===== config.mk =====
export PLATFORM = sky130hd
export DESIGN_NAME = score_mem_scheduler
export DESIGN_NICKNAME = d
export VERILOG_FILES = /design/src/rtl/score_mem_scheduler.sv
export SDC_FILE = /design/constraint.sdc
export NUM_CORES = 1
export LEC_CHECK = 0
export CORE_MARGIN = 3
export CORE_UTILIZATION = 40
export CTS_CLUSTER_DIAMETER = 40
export DETAILED_ROUTE_END_ITERATION = 6
export PLACE_DENSITY = 0.7
export SLEW_MARGIN = 20
export SYNTH_ARGS = -nofsm -noshare
export SYNTH_HDL_FRONTEND = slang
export SYNTH_SLANG_ARGS = --single-unit

===== constraint.sdc =====
create_clock -name i_clk -period 3.9 [get_ports i_clk]
set_clock_uncertainty 0.1 [all_clocks]
set_input_delay 0.585 -clock i_clk [delete_from_list [all_inputs] [get_ports i_clk]]
set_output_delay 0.585 -clock i_clk [all_outputs]
set_load 0.005 [all_outputs]

===== src/rtl/score_mem_scheduler.sv =====
// Arbiter and single owner of the score-history RAM and the high-score RAM.
// Serialises the score writer, the high-score compare engine and the display reader.
module score_mem_scheduler #(
  parameter int ADDR_WIDTH = 8,
  parameter int DATA_WIDTH = 32,
  parameter int RD_LATENCY = 2
) (
  input  logic                  i_clk,
  input  logic                  i_rst_n,
  input  logic                  i_new_run,
  input  logic                  i_wr_req,
  input  logic [DATA_WIDTH-1:0] i_wr_data,
  output logic                  o_wr_ack,
  input  logic                  i_hs_req,
  output logic                  o_hs_done,
  output logic                  o_hs_updated,
  input  logic                  i_disp_req,
  input  logic [ADDR_WIDTH-1:0] i_disp_addr,
  output logic                  o_disp_valid,
  output logic [DATA_WIDTH-1:0] o_disp_data,
  output logic [ADDR_WIDTH-1:0] o_cur_slot,
  output logic [DATA_WIDTH-1:0] o_high_score,
  output logic                  o_busy,
  output logic [ADDR_WIDTH-1:0] o_s_address,
  output logic [DATA_WIDTH-1:0] o_s_data,
  output logic                  o_s_wren,
  input  logic [DATA_WIDTH-1:0] i_s_q,
  output logic                  o_h_address,
  output logic [DATA_WIDTH-1:0] o_h_data,
  output logic                  o_h_wren,
  input  logic [DATA_WIDTH-1:0] i_h_q,
  output logic [2:0]            o_state
);

  typedef enum logic [2:0] {
    ST_INIT    = 3'd0,
    ST_IDLE    = 3'd1,
    ST_WRITE   = 3'd2,
    ST_DISP_RD = 3'd3,
    ST_HS_RD   = 3'd4,
    ST_HS_CMP  = 3'd5,
    ST_HS_WR   = 3'd6
  } state_t;

  localparam int CNT_W = (RD_LATENCY < 1) ? 1 : $clog2(RD_LATENCY + 1);
  localparam logic [CNT_W-1:0] CNT_LAST = CNT_W'(RD_LATENCY);

  state_t                r_state;
  logic                  r_hs_pend;
  logic [CNT_W-1:0]      r_cnt;
  logic [ADDR_WIDTH-1:0] r_cur_slot;
  logic [ADDR_WIDTH-1:0] r_s_address;
  logic [DATA_WIDTH-1:0] r_s_data;
  logic                  r_s_wren;
  logic [DATA_WIDTH-1:0] r_h_data;
  logic                  r_h_wren;
  logic                  r_wr_ack;
  logic                  r_hs_done;
  logic                  r_hs_updated;
  logic                  r_disp_valid;
  logic [DATA_WIDTH-1:0] r_disp_data;
  logic [DATA_WIDTH-1:0] r_high_score;
  logic                  r_busy;
  logic [DATA_WIDTH-1:0] r_score;
  logic [DATA_WIDTH-1:0] r_hs_cap;

  logic                  w_hs_active;
  logic                  w_hs_pend;

  // Handshakes: wr_req/disp_req are levels held until their one-cycle
  // wr_ack/disp_valid; hs_req is a pulse latched into a sticky pending flag.
  assign w_hs_active = (r_state == ST_HS_RD) || (r_state == ST_HS_CMP) || (r_state == ST_HS_WR);
  assign w_hs_pend   = r_hs_pend || i_hs_req;

  always_ff @(posedge i_clk or negedge i_rst_n) begin
    if (!i_rst_n) begin
      r_cur_slot <= '0;
    end else if (i_new_run) begin
      r_cur_slot <= r_cur_slot + ADDR_WIDTH'(1);
    end
  end

  // Outputs are registered as the state is entered, so each state's memory
  // controls are on the pins for exactly the cycles spent in that state.
  always_ff @(posedge i_clk or negedge i_rst_n) begin
    if (!i_rst_n) begin
      r_state      <= ST_INIT;
      r_hs_pend    <= 1'b0;
      r_cnt        <= '0;
      r_s_address  <= '0;
      r_s_data     <= '0;
      r_s_wren     <= 1'b0;
      r_h_data     <= '0;
      r_h_wren     <= 1'b0;
      r_wr_ack     <= 1'b0;
      r_hs_done    <= 1'b0;
      r_hs_updated <= 1'b0;
      r_disp_valid <= 1'b0;
      r_disp_data  <= '0;
      r_high_score <= '0;
      r_busy       <= 1'b0;
      r_score      <= '0;
      r_hs_cap     <= '0;
    end else begin
      r_s_wren     <= 1'b0;
      r_h_wren     <= 1'b0;
      r_s_data     <= '0;
      r_h_data     <= '0;
      r_wr_ack     <= 1'b0;
      r_hs_done    <= 1'b0;
      r_hs_updated <= 1'b0;
      r_disp_valid <= 1'b0;
      if (i_hs_req && !w_hs_active) begin
        r_hs_pend <= 1'b1;
      end
      case (r_state)
        ST_INIT: begin
          r_h_wren <= 1'b1;
          r_busy   <= 1'b1;
          r_state  <= ST_IDLE;
        end
        ST_IDLE: begin
          r_cnt <= '0;
          if (w_hs_pend) begin
            r_hs_pend   <= 1'b0;
            r_s_address <= r_cur_slot;
            r_busy      <= 1'b1;
            r_state     <= ST_HS_RD;
          end else if (i_wr_req) begin
            r_s_address <= r_cur_slot;
            r_s_data    <= i_wr_data;
            r_s_wren    <= 1'b1;
            r_wr_ack    <= 1'b1;
            r_busy      <= 1'b1;
            r_state     <= ST_WRITE;
          end else if (i_disp_req) begin
            r_s_address <= i_disp_addr;
            r_busy      <= 1'b1;
            r_state     <= ST_DISP_RD;
          end else begin
            r_busy <= 1'b0;
          end
        end
        ST_WRITE: begin
          r_busy  <= 1'b0;
          r_state <= ST_IDLE;
        end
        ST_DISP_RD: begin
          if (r_cnt == CNT_LAST) begin
            r_disp_data  <= i_s_q;
            r_disp_valid <= 1'b1;
            r_busy       <= 1'b0;
            r_state      <= ST_IDLE;
          end else begin
            r_cnt <= r_cnt + CNT_W'(1);
          end
        end
        ST_HS_RD: begin
          if (r_cnt == CNT_LAST) begin
            r_score  <= i_s_q;
            r_hs_cap <= i_h_q;
            r_state  <= ST_HS_CMP;
          end else begin
            r_cnt <= r_cnt + CNT_W'(1);
          end
        end
        ST_HS_CMP: begin
          r_hs_done <= 1'b1;
          // Ties keep the stored high score.
          if (r_score > r_hs_cap) begin
            r_h_wren     <= 1'b1;
            r_h_data     <= r_score;
            r_high_score <= r_score;
            r_hs_updated <= 1'b1;
            r_state      <= ST_HS_WR;
          end else begin
            r_busy  <= 1'b0;
            r_state <= ST_IDLE;
          end
        end
        ST_HS_WR: begin
          r_busy  <= 1'b0;
          r_state <= ST_IDLE;
        end
        default: begin
          r_busy  <= 1'b0;
          r_state <= ST_IDLE;
        end
      endcase
    end
  end

  assign o_wr_ack     = r_wr_ack;
  assign o_hs_done    = r_hs_done;
  assign o_hs_updated = r_hs_updated;
  assign o_disp_valid = r_disp_valid;
  assign o_disp_data  = r_disp_data;
  assign o_cur_slot   = r_cur_slot;
  assign o_high_score = r_high_score;
  assign o_busy       = r_busy;
  assign o_s_address  = r_s_address;
  assign o_s_data     = r_s_data;
  assign o_s_wren     = r_s_wren;
  assign o_h_address  = 1'b0;
  assign o_h_data     = r_h_data;
  assign o_h_wren     = r_h_wren;
  assign o_state      = r_state;

endmodule


==> impl_metrics.py <==
metrics = {
    "run_status": {
        "status": "completed",
    },
    "clock_tree": {
        "htreeDepth": 2,
        "insertion_delay_ns": 0.49,
        "root_buffer": "clkbuf_16",
        "postCtsHoldBufs": 0,
        "cts.sinks": 220,
        "path_clk_slew_ns": 0.05,
        "cts_buffer_depth": 3,
        "cts_resized": 0,
        "cts-buffers-inserted": 36,
        "cts_setup_buffers": 0,
        "cts_tree": "built",
    },
    "critical_path": {
        "crit_required_ns": 4.17,
        "critPathLaunchType": "flop",
        "crit_type": "reg2reg",
        "worstPathArrival_ns": 3.29,
        "path_max_fanout": 23,
        "reg2regPathDepth": 8,
        "cp-end-kind": "flop",
    },
    "power": {
        "powerDensity_nw_per_um2": 655.6,
        "fin_total_pwr_uw": 8592,
        "irDropWorstVdd_uv": 365.8,
        "power.static_leakage_uw": 0.006181,
    },
    "synth": {
        "yosysTopAreaCellShare": 0.6150,
        "avgSynthCellArea_um2": 12.01,
        "syn-num-nets": 889,
        "ys_ff_latch": 220,
        "syn_inst": 745,
        "ys_dominant_reg_cell": "dfrtp_1",
        "ys_seq_area_frac": 0.6150,
        "yosys_warnings": 0,
        "ys_types": 47,
        "syn_area_um2": 8951,
        "synth_top_cell_by_area": "dfrtp_1",
        "async_reset_ff_frac": 1.000,
        "synth_edf_count": 0,
        "synth.area.top_cells": "dfrtp_1 (62%), nand2_1 (6.2%), mux2_4 (5.4%), ha_1 (4.8%), mux2_2 (4.2%)",
    },
    "final_layout": {
        "syn_to_final_growth_pct": 46.42,
        "fin_area_um2": 13110,
        "fin_util": 0.5987,
        "nNetsFinal": 1167,
        "fillers": 1791,
        "diodes": 0,
        "drive_above_1_share": 0.1365,
    },
    "sta": {
        "rsz0062_at_grt": "false",
        "fmax_ghz": 0.3309,
        "relSlewSlack": 0.3857,
        "hold_violations": 0,
        "report.final.slew_viol_count": 0,
        "finalSetupViolCount": 0,
        "fin_crit_ns": 3.022,
        "worst_hold_slack_ns": 0.06580,
        "post-route-period-util": 0.7750,
        "finalSetupTns_ns": 0,
        "tightest_slew_ns": 0.9152,
    },
    "placement": {
        "port_buffers": 263,
        "place_hpwl_um": 15470,
        "gp_congestion": 0.8060,
        "dpl_cell_area_um2": 11920,
    },
    "routing": {
        "route.detailed.drc": 0,
        "drt_iter0_drc": 168,
        "via_per_inst": 4.735,
        "drt_wl_total_um": 22000,
        "vias": 6288,
        "ant_nets": 0,
        "wl_per_cell_um": 16.57,
        "dr.pass1.iters": 7,
    },
    "floorplan": {
        "die_h_um": 155.6,
        "dieArea_um2": 24210,
        "core_um2": 21890,
        "rows": 54,
        "io_pins": 265,
        "initial_core_util": 0.4089,
        "die_w_um": 155.6,
    },
    "global_routing": {
        "grt_pass1_vias": 6546,
        "grt_first_pass_wirelength_um": 35210,
        "grt.total_usage": 0.1816,
        "grt_max_degree": 111,
        "grt.overflow.total": 0,
        "antenna_found_initial": 0,
    },
    "hold_path": {
        "hold_class": "in2async",
    },
    "run": {
        "cap_violations": 0,
    },
}
routing by layer:
metal | share of wire | vias to the layer above | GRT usage
li1 | - | 3031 | -
met1 | 0.41 | 3003 | 0.2279
met2 | 0.48 | 212 | 0.2946
met3 | 0.084 | 42 | 0.06186
met4 | 0.025 | 0 | 0.06544
met5 | 0 | - | 0
registers in the layout (all words and copies together), names as in the netlist, 2 cells and up:
signal and cells:
o_disp_data 32, o_h_data 32, o_high_score 32, o_s_data 32, r_hs_cap 32, r_score 32
o_cur_slot 8, o_s_address 8, o_state 3, r_cnt 2
Yosys cell counts, types with 2 or more instances:
cell type	count
nand4_1	11
buf_1	3
and3_1	3
a21oi_1	18
xnor2_1	4
nand2_1	149
clkbuf_1	19
o41ai_1	2
o21ai_0	47
nor2_1	8
buf_2	3
nand3_1	4
or4_1	2
a22oi_1	2
inv_1	38
ha_1	34
mux2_4	32
buf_8	3
a21o_1	4
nor2b_1	32
mux2i_1	8
o211ai_1	2
or3_1	2
and2_1	32
xor2_1	3
nand2b_1	4
mux2_2	33
o31ai_1	3
dfrtp_1	220
buf_4	3
critical path, stage by stage (launching register included):
cell     delay, ns
dfrtp_1       0.40
ha_1          0.33
a21o_1        0.17
nand3_1       0.07
a21oi_1       0.10
or4_4         0.56
o21ai_4       0.59
buf_12        0.27
mux2_4        0.31
layout make-up:
type	count	area, um^2	share of cell area
Multi-Input combinational cell	455	3137	0.2393
Inverter	38	142.6	0.01088
Clock buffer	40	957.2	0.07303
Sequential cell	220	5505	0.4200
Timing Repair Buffer	272	2788	0.2127
Clock inverter	23	226.5	0.01728
Tap cell	280	350.3	0.02673
metrics by stage:
stage	cells	worst slack (ns)
after global routing	1328	0.7650
after floorplan	745	1.387
after CTS	1328	0.8637
after detailed placement	1265	0.8802
final	1328	0.8776
after global placement	1264	0.5243
power breakdown:
part,internal (uW),total (uW),switching [uW]
logic,1250,2170,919
registers,2900,3360,456
clock network,1930,3060,1130
total,6090,8590,2510
cells in the final DEF, fill, tap and decap left out, types with 4 or more instances in the layout:
| cell type | Yosys | layout |
|---|---|---|
| and2_1 | 32 | 32 |
| dfrtp_1 | 220 | 220 |
| mux2_2 | 33 | 33 |
| nor2b_1 | 32 | 32 |
| clkinv_2 | 0 | 4 |
| clkbuf_16 | 0 | 37 |
| nand2b_1 | 4 | 4 |
| a21o_1 | 4 | 4 |
| o21ai_0 | 47 | 47 |
| inv_1 | 38 | 38 |
| clkinv_4 | 0 | 4 |
| nand2_1 | 149 | 149 |
| clkdlybuf4s50_1 | 0 | 262 |
| ha_1 | 34 | 34 |
| mux2i_1 | 8 | 8 |
| nand4_1 | 11 | 11 |
| clkinvlp_4 | 0 | 6 |
| nor2_1 | 8 | 8 |
| mux2_4 | 32 | 32 |
| buf_12 | 0 | 5 |
| xnor2_1 | 4 | 4 |
| a21oi_1 | 18 | 18 |
| inv_6 | 0 | 5 |
cells by family (layout without fill, tap and decap cells):
family	after synthesis	in the layout	share of synthesized area
compound gates	88	88	0.05745
simple gates	252	252	0.1329
xor+xnor	7	7	0.006849
flops	220	220	0.6150
buf+inv	70	373	0.03564
fa+ha+maj	34	34	0.04753
mux	73	73	0.1041
other cells	1	1	0.0004189
path summary, 6_finish.rpt:
check	to	startpoint	slack, ns
setup / recovery	o_high_score[26]$_DFFE_PN0P_	r_score[25]$_DFFE_PN0P_	0.88
hold / removal	o_cur_slot[2]$_DFFE_PN0P_	i_rst_n	0.07
min in group i_clk	o_disp_data[12]$_DFFE_PN0P_	o_disp_data[12]$_DFFE_PN0P_	0.37
max in group asynchronous	r_hs_cap[2]$_DFFE_PN0P_	i_rst_n	2.83
hold reg to reg	o_disp_data[12]$_DFFE_PN0P_	o_disp_data[12]$_DFFE_PN0P_	0.37
setup reg to reg	o_high_score[26]$_DFFE_PN0P_	r_score[25]$_DFFE_PN0P_	0.88
Power figures use the tool's default switching activity.
